## src/rtl/rom_reader_if.sv

```systemverilog
// rom_reader_if: request, ROM and consumer signals of the burst ROM reader.
//   start/base_addr/length    burst request from the requester
//   rom_address/rom_en        read port towards a synchronous ROM
//   rom_data                  ROM output, valid one clock after the address
//   data_out/data_valid/data_ready  word handoff to the consumer
//   busy/done                 burst status
// modport slave is the reader itself; modport master is its environment.
interface rom_reader_if #(
   parameter int unsigned ADDR_W = 8,
   parameter int unsigned DATA_W = 32
);
   logic              start;
   logic [ADDR_W-1:0] base_addr;
   logic [ADDR_W:0]   length;
   logic [ADDR_W-1:0] rom_address;
   logic              rom_en;
   logic [DATA_W-1:0] rom_data;
   logic [DATA_W-1:0] data_out;
   logic              data_valid;
   logic              data_ready;
   logic              busy;
   logic              done;

   modport slave (
      input  start, base_addr, length, rom_data, data_ready,
      output rom_address, rom_en, data_out, data_valid, busy, done
   );

   modport master (
      output start, base_addr, length, rom_data, data_ready,
      input  rom_address, rom_en, data_out, data_valid, busy, done
   );
endinterface

```

## src/rtl/rom_reader.sv

```systemverilog
// rom_reader: reads a burst of consecutive words from a synchronous ROM and
// hands them one at a time to a valid/ready consumer.
//   clock    rising-edge system clock
//   reset_n  asynchronous active-low reset
//   bus      rom_reader_if.slave (request, ROM read port, consumer port, status)
// One word takes FETCH -> CAPTURE -> OUTPUT, so three cycles per word when the
// consumer never stalls. Addresses wrap modulo 2^ADDR_W.
module rom_reader #(
   parameter int unsigned ADDR_W = 8,
   parameter int unsigned DATA_W = 32
) (
   input logic        clock,
   input logic        reset_n,
   rom_reader_if.slave bus
);

   localparam logic [2:0] IDLE    = 3'd0;
   localparam logic [2:0] FETCH   = 3'd1;
   localparam logic [2:0] CAPTURE = 3'd2;
   localparam logic [2:0] OUTPUT  = 3'd3;
   localparam logic [2:0] DONE    = 3'd4;

   logic [2:0]        state_q, state_d;
   logic [ADDR_W-1:0] addr_q, addr_d;
   logic [ADDR_W:0]   count_q, count_d;
   logic [ADDR_W-1:0] rom_address_q, rom_address_d;
   logic              rom_en_q, rom_en_d;
   logic [DATA_W-1:0] data_out_q, data_out_d;
   logic              data_valid_q, data_valid_d;

   always_comb begin
      state_d       = state_q;
      addr_d        = addr_q;
      count_d       = count_q;
      rom_address_d = rom_address_q;
      rom_en_d      = 1'b0;
      data_out_d    = data_out_q;
      data_valid_d  = data_valid_q;
      case (state_q)
         IDLE: begin
            if (bus.start) begin
               if (bus.length != '0) begin
                  addr_d        = bus.base_addr;
                  count_d       = bus.length;
                  // Address and enable are registered, so they are loaded on
                  // the edge that enters FETCH.
                  rom_address_d = bus.base_addr;
                  rom_en_d      = 1'b1;
                  state_d       = FETCH;
               end else begin
                  state_d = DONE;
               end
            end
         end
         FETCH: begin
            state_d = CAPTURE;
         end
         CAPTURE: begin
            data_out_d   = bus.rom_data;
            data_valid_d = 1'b1;
            state_d      = OUTPUT;
         end
         OUTPUT: begin
            // data_valid is always high here, so data_ready alone is the handshake.
            if (bus.data_ready) begin
               data_valid_d = 1'b0;
               count_d      = count_q - 1'b1;
               addr_d       = addr_q + 1'b1;
               if (count_q == (ADDR_W+1)'(1)) begin
                  state_d = DONE;
               end else begin
                  rom_address_d = addr_q + 1'b1;
                  rom_en_d      = 1'b1;
                  state_d       = FETCH;
               end
            end
         end
         DONE: begin
            state_d = IDLE;
         end
         default: begin
            state_d = IDLE;
         end
      endcase
   end

   always_ff @(posedge clock or negedge reset_n) begin
      if (!reset_n) begin
         state_q       <= IDLE;
         addr_q        <= '0;
         count_q       <= '0;
         rom_address_q <= '0;
         rom_en_q      <= 1'b0;
         data_out_q    <= '0;
         data_valid_q  <= 1'b0;
      end else begin
         state_q       <= state_d;
         addr_q        <= addr_d;
         count_q       <= count_d;
         rom_address_q <= rom_address_d;
         rom_en_q      <= rom_en_d;
         data_out_q    <= data_out_d;
         data_valid_q  <= data_valid_d;
      end
   end

   assign bus.rom_address = rom_address_q;
   assign bus.rom_en      = rom_en_q;
   assign bus.data_out    = data_out_q;
   assign bus.data_valid  = data_valid_q;
   assign bus.busy        = (state_q != IDLE);
   assign bus.done        = (state_q == DONE);

endmodule
```

## src/flat_wrapper.sv

```systemverilog
// flat-port wrapper written by rule: the top's interface ports become plain ports
module rom_reader_flat 
#(
   parameter int unsigned ADDR_W = 8,
   parameter int unsigned DATA_W = 32
)
  (clock, reset_n, bus_start, bus_base_addr, bus_length, bus_rom_data, bus_data_ready, bus_rom_address, bus_rom_en, bus_data_out, bus_data_valid, bus_busy, bus_done);
  rom_reader_if #(.ADDR_W(ADDR_W), .DATA_W(DATA_W)) bus_i ();
  input logic clock;
  input logic reset_n;
  input wire logic [$bits(bus_i.start)-1:0] bus_start;
  input wire logic [$bits(bus_i.base_addr)-1:0] bus_base_addr;
  input wire logic [$bits(bus_i.length)-1:0] bus_length;
  input wire logic [$bits(bus_i.rom_data)-1:0] bus_rom_data;
  input wire logic [$bits(bus_i.data_ready)-1:0] bus_data_ready;
  output wire logic [$bits(bus_i.rom_address)-1:0] bus_rom_address;
  output wire logic [$bits(bus_i.rom_en)-1:0] bus_rom_en;
  output wire logic [$bits(bus_i.data_out)-1:0] bus_data_out;
  output wire logic [$bits(bus_i.data_valid)-1:0] bus_data_valid;
  output wire logic [$bits(bus_i.busy)-1:0] bus_busy;
  output wire logic [$bits(bus_i.done)-1:0] bus_done;
  assign bus_i.start = bus_start;
  assign bus_i.base_addr = bus_base_addr;
  assign bus_i.length = bus_length;
  assign bus_i.rom_data = bus_rom_data;
  assign bus_i.data_ready = bus_data_ready;
  assign bus_rom_address = bus_i.rom_address;
  assign bus_rom_en = bus_i.rom_en;
  assign bus_data_out = bus_i.data_out;
  assign bus_data_valid = bus_i.data_valid;
  assign bus_busy = bus_i.busy;
  assign bus_done = bus_i.done;
  rom_reader #(.ADDR_W(ADDR_W), .DATA_W(DATA_W)) u_core (.clock(clock), .reset_n(reset_n), .bus(bus_i));
endmodule
```

## config.mk

```make
export PLATFORM = sky130hd
export DESIGN_NAME = rom_reader_flat
export DESIGN_NICKNAME = d
export VERILOG_FILES = /design/src/rtl/rom_reader_if.sv /design/src/rtl/rom_reader.sv /design/src/flat_wrapper.sv
export SDC_FILE = /design/constraint.sdc
export NUM_CORES = 1
export LEC_CHECK = 0
export ABC_AREA = 1
export BUFFER_PORTS_ARGS = -buffer_cell sky130_fd_sc_hd__clkbuf_2
export CAP_MARGIN = 20
export CORE_UTILIZATION = 38
export CTS_CLUSTER_SIZE = 28
export DETAILED_ROUTE_END_ITERATION = 7
export PLACE_DENSITY_LB_ADDON = 0.1
export RECOVER_POWER = 25
export SYNTH_ARGS = -nofsm -noshare
export SYNTH_HDL_FRONTEND = slang
export SYNTH_SLANG_ARGS = --single-unit
```

## constraint.sdc

```tcl
create_clock -name clock -period 2.3 [get_ports clock]
set_clock_uncertainty 0.05 [all_clocks]
set_input_delay 0.115 -clock clock [delete_from_list [all_inputs] [get_ports clock]]
set_output_delay 0.115 -clock clock [all_outputs]
set_load 0.005 [all_outputs]
```

; Yosys cells after proc, flatten, opt, wreduce, memory -nomap -nowiden
; Index checks and enable logic that the tools add are counted.
[op_classes]
add_sub_neg = 2
mul = 0
div_mod_pow = 0
n_lt_le_gt_ge = 0
n_eq_ne = 9
n_shift = 0
mux = 23
bitwise = 0
n_reduce_logical = 9
[ops]
columns = operator, n
row1 = 8-bit two-way mux, 5
row2 = 8-bit case mux with 2 select lines, 2
row3 = 9-bit two-way mux, 3
row4 = 9-bit case mux with 2 select lines, 1
row5 = 3-bit two-way mux, 4
row6 = 3-bit case mux with 4 select lines, 1
row7 = 9-bit by 1-bit equality test with 1-bit output (second input constant), 1
row8 = 9-bit nonzero test, 1
row9 = 9-bit by 1-bit subtractor with 9-bit output (second input constant), 1
row10 = 8-bit by 1-bit adder with 8-bit output (second input constant), 1
row11 = 3-bit by 2-bit equality test with 1-bit output (second input constant), 2
row12 = 2-bit inequality test (second input constant), 3
row13 = 1-bit two-way mux, 5
row14 = 5-bit AND reduction, 1
row15 = 1-bit case mux with 2 select lines, 2
row16 = 2-bit AND reduction, 2
row17 = 4-bit AND reduction, 1
row18 = 2-bit nonzero test, 2
row19 = 3-bit by 1-bit equality test with 1-bit output (second input constant), 1
row20 = 3-bit equality test (second input constant), 1
row21 = 3-bit logical NOT, 1
row22 = 3-bit nonzero test, 1
row23 = 2-bit by 1-bit inequality test with 1-bit output (second input constant), 1
[word_totals]
ff_bits = 62
latchBits = 0
ram_bits = 0
mem_bits_ro = 0
in_bits = 53
out_inout_bits = 44
wordCells = 50
memories = 0

; Logic depth before layout (Yosys ltp)
; Gate-level depths: netlist (run 1).
[logic_depth]
depth_word = 4
ltp_mapped = 9
mapped_depth_nobuf = 9

; Least setup slack after synthesis (run 1)
; Ideal clock, no wire load.
[synth_path]
path_type = reg2reg
from = register u_core.count_q[0]
to = register u_core.count_q[6]
setup_time_ns = 0.116
arrival_time_ns = 1.235
required_ns = 2.134
slack_ns = 0.899
path_stages_with_launch = 10
n_path_buf = 0
period_less_slack_ns = 1.401
cell_sequence = dfrtp_1 -> inv_1 -> ha_1 -> inv_1 -> nor2_1 -> nand2_1 -> o21ai_0 -> nand3_1 -> nand2_1 -> nand2_1
[synth_between]
elab_chain_cells = 3
[synth_rtl]
columns = element, line_no
row1 = start: declaration, rom_reader.sv:25  ; logic [ADDR_W:0] count_q, count_d;
row2 = start signal: assignment, rom_reader.sv:99  ; count_q <= count_d;
row3 = 9-bit by 1-bit subtractor with 9-bit output, rom_reader.sv:67  ; count_d = count_q - 1'b1;
row4 = 9-bit two-way mux, rom_reader.sv:65  ; if (bus.data_ready) begin
row5 = 9-bit case mux with 2 select lines, rom_reader.sv:39  ; case (state_q)
; Every way passes these cells. The select of a mux whose other input is x is not followed.
; A chain may end at the register's enable or synchronous reset.

; Worst setup path in the final report (run 1)
[layout_path]
from = register u_core.state_q[1]
to = register u_core.count_q[5]
[layout_between]
elab_chain_cells = 3
word_cells_on_any_way = 8
classes_between = eq/ne: 4 / mux: 1 / reduce/logical: 3
[layout_rtl]
columns = element, line_no
row1 = start: declaration, rom_reader.sv:23  ; logic [2:0] state_q, state_d;
row2 = start signal: assignment, rom_reader.sv:97  ; state_q <= state_d;
row3 = 3-bit by 2-bit equality test with 1-bit output / 3-bit logical NOT (equally long branches), rom_reader.sv:39
row4 = "2-bit inequality test (no source line), or another cell as far along", -
row5 = 4-bit AND reduction (no source line), -
; Several ways; a longest one is shown, not always the timed one.

==> run summary, run 1 <==
Largest net degree at the start of global routing: 33
DR iter-0 viols: 111
Fmax achieved: 576 MHz
Final period utilization: 75.4%
Vias in the first global route: 2,698
Area grow syn2layout: 37.3%
Row cnt: 32
First-pass GRT wire length: 12,700 um
Status: finished, final reports clean
Leading cell type in the layout, fill and taps excluded: nand2_1
Post-Syn Nets: 391
CTS Buffer Depth: 2
Worst r2r src: u_core.state_q[1]
Initial antenna violation count: 0
Skew-Pair Late Insertion Delay: 0.34 ns
Crit path time final: 1.73 ns
Static Leakage: 2.13 nW
HP Class: in2reg
Flops & latches, synth: 62
Avg Cell Area, Syn: 8.98 um2
CTS buffer count: 9
R2R setup slack: 0.57 ns
Crit path capture type: flip-flop
Final GP Congestion: 0.812
DRC: 0
Post-synthesis compound-gate area fraction: 4.16%
Core Region: 7690 um2
Root buf cell: clkbuf_8
Seq/Total Area, Yosys: 51.6%
Unique cell type count in the Yosys netlist: 23
Worst reg2reg path endpoint: u_core.count_q[5]
Io pins: 97
DR WL/cell: 12.9 um
Final setup vio count: 0
Fin Setup TNS: 0 ns
Total GRT Usage: 19.7%
Die height: 91.0 um
Clock transition at path regs: 0.07 ns
Power density cells: 1320 nW/um2
Hold path cells: 5
Initial DRT Pass Iterations: 6
Worst Hold Launch: bus_length[2]
PortBufs: 96
Number of synthesis warnings: 0
Post-route ant nets: 0
Initial core utilization: 39.1%
FF-to-FF path depth: 7
Synthesized instance count: 335
Synth Area in Simple Gates: 25.7%
Adder-cell share of the synthesized area: 1.25%
CP Max Fanout: 25
Antenna diodes: 0
Nets@finish: 528
CP Launch Type: flip-flop
Final Hold Viols: 0
Hold EP: u_core.count_q[2]
Worst slew pin tran: 1.28 ns
Final-report max-slew violation count: 0
Relative slew slack: 14.4%
Unrepaired setup endpoints after global routing: no
Total congestion overflow: 0
MaxCap Viol Count: 0
Post-synthesis xor/xnor area fraction: 0%
Most frequent cells in the layout: nand2_1 (109), clkbuf_2 (88), dfrtp_1 (62)
Vias: 2,700
Worst VDD drop: 684 uV
Detail Placement HPWL: 5020 um
Total wire length: 7420 um
Arrival time worst endpoint: 1.96 ns
Clock tree sinks: 62
Post-synthesis cell area: 3010 um2
Die ar.: 8280 um2
Vias per cell: 4.69
Die Width: 91.0 um
Post-CTS Repair Setup Buffers: 0
TritonCTS clock tree: done
CP Class: reg2reg
WP data required: 2.52 ns
Fraction of layout cells with a size suffix above 1: 31.6%
Hold_ws: 0.0498 ns
Depth of the CTS H-tree: 3
Post-synthesis mux area share: 12.0%
Main combinational cell family by area after synthesis: simple AND/OR/NAND/NOR gates
sequential cells by signal, summed over array words and instances (netlist names):
| name | cells |
|---|---|
| u_core.bus.rom_en | 1 |
| u_core.addr_q | 8 |
| u_core.bus.data_valid | 1 |
| u_core.state_q | 3 |
| u_core.bus.rom_address | 8 |
| u_core.count_q | 9 |
| u_core.bus.data_out | 32 |
worst max-delay path, cell delays in order, from the launching register on:
cell and delay (ns):
dfrtp_1 0.42, nor2_1 0.16, nand2_1 0.13, nand2_1 0.13, nand3_2 0.09, nor2_4 0.48
nand2_1 0.12, nand2_1 0.10
cells in the mapped netlist (all sizes together):
| master | instances | area share, % |
|---|---|---|
| nand2 | 112 | 14 |
| dfrtp | 62 | 52 |
| nand3 | 38 | 6.8 |
| mux2 | 32 | 12 |
| inv | 29 | 3.6 |
| nor2 | 22 | 3.5 |
| o21ai | 20 | 3.3 |
| buf | 7 | 1.6 |
| ha | 3 | 1.2 |
| a21oi | 2 | 0.33 |
| nand4 | 2 | 0.42 |
| nor3 | 2 | 0.50 |
| clkbuf | 1 | 0.12 |
| nand3b | 1 | 0.25 |
| o21bai | 1 | 0.25 |
| o31ai | 1 | 0.25 |
logic make-up (layout without fill, tap and decap cells):
| logic type | count (synthesis) | after routing |
|---|---|---|
| AND/OR/NAND/NOR | 177 | 177 |
| multiplexers | 32 | 32 |
| adder cells (fa/ha/maj) | 3 | 3 |
| buffers and inverters | 37 | 176 |
| flip-flops | 62 | 62 |
| AO/OA/AOI/OAI | 24 | 24 |
where the power goes:
part	leakage (nW)	internal [W]	total (W)	switching, W
Combinational	1.29	0.00111	0.00250	0.00139
Clock	0.100	0.000572	0.000974	0.000402
Sequential	0.745	0.00165	0.00199	0.000346
Total	2.13	0.00332	0.00546	0.00214
metal layers:
metal | track usage, % | part of all wire, %
met1 | 25.3 | 46
met2 | 31.6 | 46
met3 | 5.19 | 6.2
met4 | 7.67 | 1.8
met5 | 0 | 0
metrics by stage:
stage	setup slack [ns]	std cells	utilization (%)	instance area [um2]	power, W
after floorplan	0.899	335	-	3010	0.00365
after global placement	0.638	530	47.0	3610	0.00443
after detailed placement	0.585	530	47.0	3610	0.00447
after CTS	0.556	576	53.9	4140	0.00551
after global routing	0.268	576	53.7	4130	0.00595
final	0.565	576	53.7	4130	0.00546
worst max-delay path by stage:
stage                            from                end  slack, ns
floorplan           u_core.count_q[0]  u_core.count_q[6]       0.90
global placement    u_core.state_q[1]  u_core.count_q[8]       0.64
detailed placement  u_core.state_q[1]  u_core.count_q[7]       0.59
CTS                 u_core.state_q[1]  u_core.count_q[7]       0.56
global route        u_core.state_q[1]   u_core.addr_q[5]       0.27
finish              u_core.state_q[1]  u_core.count_q[5]       0.57
what timing repair did:
action	in CTS	in global routing
hold buffers	33	0
hold endpoints to repair	51	0
resized for setup	0	0
cell type report:
cell class                 instances  area, um2
multi-input combinational        236       1300
fill                             739       3560
timing repair buffer             134        851
clock inverter                     1       30.0
sequential                        62       1550
clock buffer                      12        165
tap                              102        128
inverter                          29        109
Power figures use the tool's default switching activity.
==> inputs of run 2 (changes only) <==
ABC_AREA = 0   (was 1)
clock period = 1.6 ns   (was 2.3 ns; I/O delays follow)
==> run summary, run 2 <==
Vias: 2,724
Layout Cells excl Fill: 549
Worst-path cell chain: or4b_4 -> a31oi_4 -> buf_6 -> buf_4 -> o21ai_0 -> a22o_1
Io pins: 97
Root buf cell: clkbuf_8
Total GRT Usage: 22.3%
Initial antenna violation count: 0
Violated checks: negative setup slack
Number of synthesis warnings: 0
Skew-Pair Late Insertion Delay: 0.34 ns
Antenna diodes: 0
Post-synth ARST share: 100%
Vias per cell: 4.96
Post-route ant nets: 0
Initial core utilization: 39.9%
TritonCTS clock tree: done
Initial DRT Pass Iterations: 4
Final worst setup slack: -0.306 ns
R2R setup slack: -0.31 ns
Final Hold Viols: 0
Hold EP: u_core.count_q[6]
CTS Buffer Depth: 2
DR WL/cell: 15.3 um
Power density cells: 2000 nW/um2
Worst VDD drop: 1070 uV
Final period utilization: 119%
HP Class: in2reg
Number of flops mapped to enable cells by yosys: 0
WP data required: 1.78 ns
Static Leakage: 2.34 nW
Worst reg2reg path endpoint: u_core.addr_q[4]
Largest net degree at the start of global routing: 63
Die height: 90.0 um
Setup WS pre-CTS: -0.379 ns
Final-report max-slew violation count: 0
Top cells by area, synth: dfrtp_1 (53%), mux2_2 (15%), o22ai_1 (2.1%)
CP Class: reg2reg
Arrival time worst endpoint: 2.08 ns
Depth of the CTS H-tree: 3
Final GP Congestion: 0.813
Total wire length: 8400 um
Delay of the slowest critical-path stage: 0.55 ns
CP Max Fanout: 7
CTS buffer count: 9
Largest register FFs: 32
Crit path time final: 1.91 ns
Unique cell type count in the Yosys netlist: 47
Commonest cells in the netlist: dfrtp_1 (62), mux2_2 (40), nor2_1 (16), nand2_1 (11), o22ai_1 (10)
Area leader, netlist: dfrtp_1
Worst path slowest cell: or4b_4
Clock tree sinks: 62
Row cnt: 31
Total congestion overflow: 0
Worst r2r src: u_core.state_q[0]
Primary FF master, synth: dfrtp_1
CP Launch Type: flip-flop
Worst slew pin tran: 0.872 ns
Filler cells: 594
Post-synthesis cell area: 2940 um2
FF-to-FF path depth: 6
Final setup vio count: 60
Worst Hold Launch: bus_length[6]
DR iter-0 viols: 174
Die ar.: 8100 um2
Post-placement cell count: 482
PortBufs: 96
Seq/Total Area, Yosys: 52.7%
DRC: 0
Post-Syn Nets: 309
Status: finished, violations left
Relative slew slack: 41.9%
Core Region: 7370 um2
Flops & latches, synth: 62
Unrepaired setup endpoints after global routing: yes
Area grow syn2layout: 63.2%
Most frequent cells in the layout: clkbuf_2 (96), dfrtp_1 (62), buf_4 (43)
MaxCap Viol Count: 0
Die Width: 90.0 um
Leading cell type in the layout, fill and taps excluded: clkbuf_2
Share of the synthesized area in the top cell type: 52.7%
Crit path capture type: flip-flop
Clock transition at path regs: 0.08 ns
Top-count cell post-synth: dfrtp_1
Avg Cell Area, Syn: 11.6 um2
Fmax achieved: 525 MHz
Synthesized instance count: 253
Nets@finish: 501
Vias in the first global route: 2,917
Fraction of layout cells with a size suffix above 1: 51.6%
Hold path cells: 3
Detail Placement HPWL: 4740 um
First-pass GRT wire length: 14,100 um
Hold_ws: 0.0155 ns
## run 2: cell types whose count changed after synthesis, moves of 5 or more
cell,previous run,this run
o22ai_1,0,10
o21ai_1,9,0
or3_1,0,5
nand2_1,109,11
nand3_1,35,4
a22oi_1,0,7
mux2_2,32,40
clkbuf_1,1,8
inv_1,27,9
a21oi_1,2,7
nor3_1,1,8
o2bb2ai_1,0,5
## run 2: worst max-delay path by stage
stage / startpoint / endpoint / slack [ns]
CTS: u_core.state_q[1] / u_core.bus.rom_address[4] / -0.31
finish: u_core.state_q[0] / u_core.addr_q[4] / -0.31
detailed placement: u_core.state_q[2] / u_core.addr_q[6] / -0.38
global placement: u_core.state_q[2] / u_core.addr_q[6] / -0.34
floorplan: u_core.state_q[1] / u_core.addr_q[7] / -0.39
global route: u_core.state_q[0] / u_core.addr_q[4] / -0.35
## run 2: where the power goes
| part | total (W) | switching, W | leakage [nW] | internal, W |
|---|---|---|---|---|
| Clock | 0.00130 | 0.000616 | 0.0954 | 0.000685 |
| Combinational | 0.00545 | 0.00226 | 1.52 | 0.00319 |
| Sequential | 0.00284 | 0.000469 | 0.730 | 0.00237 |
## run 2: cell type report
cell class	instances	area, um2	share of cell area (%)
Timing Repair Buffer	194	1440	30.0
Clock inverter	3	17.5	0.365
Clock buffer	13	169	3.52
Multi-Input combinational cell	169	1470	30.6
Inverter	9	33.8	0.703
Tap cell	99	124	2.58
Sequential cell	62	1550	32.3
## run 2: logic make-up after synthesis
group / share of synthesized area, %
AOI/OAI and AO/OA: 13.3
xor gates and xnor gates: 0.893
adders and majority gates: 1.28
buffers and inverters: 3.53
DFF: 52.7
muxes: 16.7
and+or+nand+nor: 11.6
## run 2: through the flow
step | util, % | area (um2) | TNS (ns) | power (W)
after floorplan | - | 2960 | -5.10 | 0.00529
after global placement | 52.7 | 3880 | -8.55 | 0.00702
after detailed placement | 52.7 | 3880 | -10.17 | 0.00710
after CTS | 65.9 | 4860 | -9.46 | 0.00972
after global routing | 65.2 | 4800 | -11.54 | 0.0103
final | 65.2 | 4800 | -8.79 | 0.00959
## run 2: what timing repair did
action	4_1_cts	5_1_grt
cloned	5	0
setup endpoints to repair	59	62
resized for setup	52	11
hold endpoints to repair	96	0
pin swaps	2	8
setup buffers	13	5
hold buffers	34	0
## run 2: worst max-delay path, delay by kind of cell (launching register included)
family / cells / cell delay (ns)
AND/OR/NAND/NOR: 1 / 0.55
flip-flops: 1 / 0.38
buffers and inverters: 2 / 0.27
AO/OA/AOI/OAI: 3 / 0.54
## run 2: per-layer routing
layer  vias up  share of wire [%]  global-route usage [%]
met5         -                  0                       0
met1      1314                 43                    27.5
li1       1314                  -                       -
met2        83                 50                    37.3
met4         0                1.8                    9.68
met3        13                5.7                    5.25
==> inputs of run 3 (changes only) <==
SKIP_LAST_GASP = 1   (was not set)
==> run summary, run 3 (synthesized netlist as in run 2, its figures left out) <==
Status: finished, violations left
Violated checks: negative setup slack
Row cnt: 31
Die ar.: 8100 um2
Clock tree sinks: 62
Largest net degree at the start of global routing: 63
DR WL/cell: 15.4 um
Final-report max-slew violation count: 0
Worst VDD drop: 1070 uV
Relative slew slack: 41.8%
Post-placement cell count: 482
CP Class: reg2reg
Cell Area, Placed: 3880 um2
DRC: 0
Final GP Congestion: 0.813
CTS Buffer Depth: 2
Skew-Pair Late Insertion Delay: 0.34 ns
Fraction of layout cells with a size suffix above 1: 52.5%
Post-route cell area: 4830 um2
Crit path capture type: flip-flop
Unrepaired setup endpoints after global routing: yes
Largest register FFs: 32
Most frequent cells in the layout: clkbuf_2 (95), dfrtp_1 (62), buf_4 (38)
Initial core utilization: 39.9%
Arrival time worst endpoint: 2.08 ns
Root buf cell: clkbuf_8
Fmax achieved: 525 MHz
Nets@finish: 499
Io pins: 97
Final Hold Viols: 0
Final setup vio count: 60
Depth of the CTS H-tree: 3
CP Max Fanout: 5
Vias: 2,744
Detail Placement HPWL: 4740 um
Leading cell type in the layout, fill and taps excluded: clkbuf_2
Total congestion overflow: 0
Initial antenna violation count: 0
DR iter-0 viols: 208
Layout Cells excl Fill: 547
Core Region: 7370 um2
Final period utilization: 119%
Area grow syn2layout: 64.1%
Static Leakage: 2.35 nW
Filler cells: 577
Total GRT Usage: 21.6%
CP Launch Type: flip-flop
Total wire length: 8440 um
CTS buffer count: 9
Antenna diodes: 0
Clock transition at path regs: 0.07 ns
Vias in the first global route: 2,874
Crit path time final: 1.90 ns
WP data required: 1.77 ns
Die Width: 90.0 um
PortBufs: 96
Post-route ant nets: 0
Final worst setup slack: -0.304 ns
Vias per cell: 5.02
HP Class: in2reg
Worst slew pin tran: 0.873 ns
Power density cells: 1990 nW/um2
TritonCTS clock tree: done
First-pass GRT wire length: 13,800 um
MaxCap Viol Count: 0
Die height: 90.0 um
Initial DRT Pass Iterations: 4
run 3: cell types whose count changed in the layout (fill, tap and decap cells not counted), moves of 2 or more:
cell | before | now
buf_4 | 43 | 38
buf_6 | 13 | 17
o22ai_1 | 10 | 8
o22ai_2 | 0 | 2
run 3: layout make-up:
class / instances / area (um2) / area share [%]
clock inverters: 3 / 17.5 / 0.363
multi-input cells: 169 / 1500 / 31.1
repair buffers: 192 / 1440 / 29.7
inverters: 9 / 33.8 / 0.699
well taps: 99 / 124 / 2.56
clock buffers: 13 / 169 / 3.50
flip-flops and latches: 62 / 1550 / 32.1
run 3: final timing paths:
check,endpoint,depth (start not counted),slack [ns],startpoint
setup / recovery,u_core.bus.rom_address[4],6,-0.30,u_core.state_q[0]
hold / removal,u_core.state_q[2],3,0.008,bus_start
setup reg to reg,u_core.bus.rom_address[4],6,-0.30,u_core.state_q[0]
hold reg to reg,u_core.bus.data_valid,1,0.45,u_core.bus.data_valid
max in group asynchronous,u_core.count_q[4],3,0.48,reset_n
min in group asynchronous,u_core.state_q[0],3,0.44,reset_n
run 3: critical path, stage by stage (launching register included):
cell	delay (ns)
dfrtp_1	0.38
or4b_4	0.55
a31oi_4	0.22
buf_6	0.15
a21oi_4	0.04
buf_6	0.14
mux2_2	0.26
run 3: repair_timing:
| item | 4_1_cts | 5_1_grt |
|---|---|---|
| hold buffers | 34 | 0 |
| cloned | 5 | 0 |
| buffers inserted | 13 | 6 |
| setup endpoints to repair | 59 | 62 |
| gates resized for setup | 41 | 34 |
| pin swaps | 1 | 14 |
| endpoints found under the hold margin | 96 | 0 |
run 3: routing by layer:
| layer | GRT usage, % | part of all wire, % |
|---|---|---|
| met1 | 26.8 | 44 |
| met4 | 9.14 | 1.4 |
| met5 | 0 | 0 |
| met2 | 36.0 | 49 |
| met3 | 5.16 | 5.6 |
run 3: stage by stage:
stage	utilization (%)	setup WS, ns	setup TNS [ns]	total power (W)	hold WS (ns)
after floorplan	-	-0.387	-5.10	0.00529	-0.266
after global placement	52.7	-0.343	-8.55	0.00702	0.0755
after detailed placement	52.7	-0.379	-10.17	0.00710	0.0708
after CTS	65.3	-0.311	-9.69	0.00958	0.00723
after global routing	65.6	-0.355	-11.40	0.0103	0.0195
final	65.6	-0.304	-8.37	0.00961	0.00751
run 3: report_power, final:
part / switching [W] / internal (W) / total (W) / leakage (nW)
logic: 0.00229 / 0.00318 / 0.00548 / 1.52
registers: 0.000462 / 0.00237 / 0.00283 / 0.730
clock network: 0.000618 / 0.000685 / 0.00130 / 0.0954
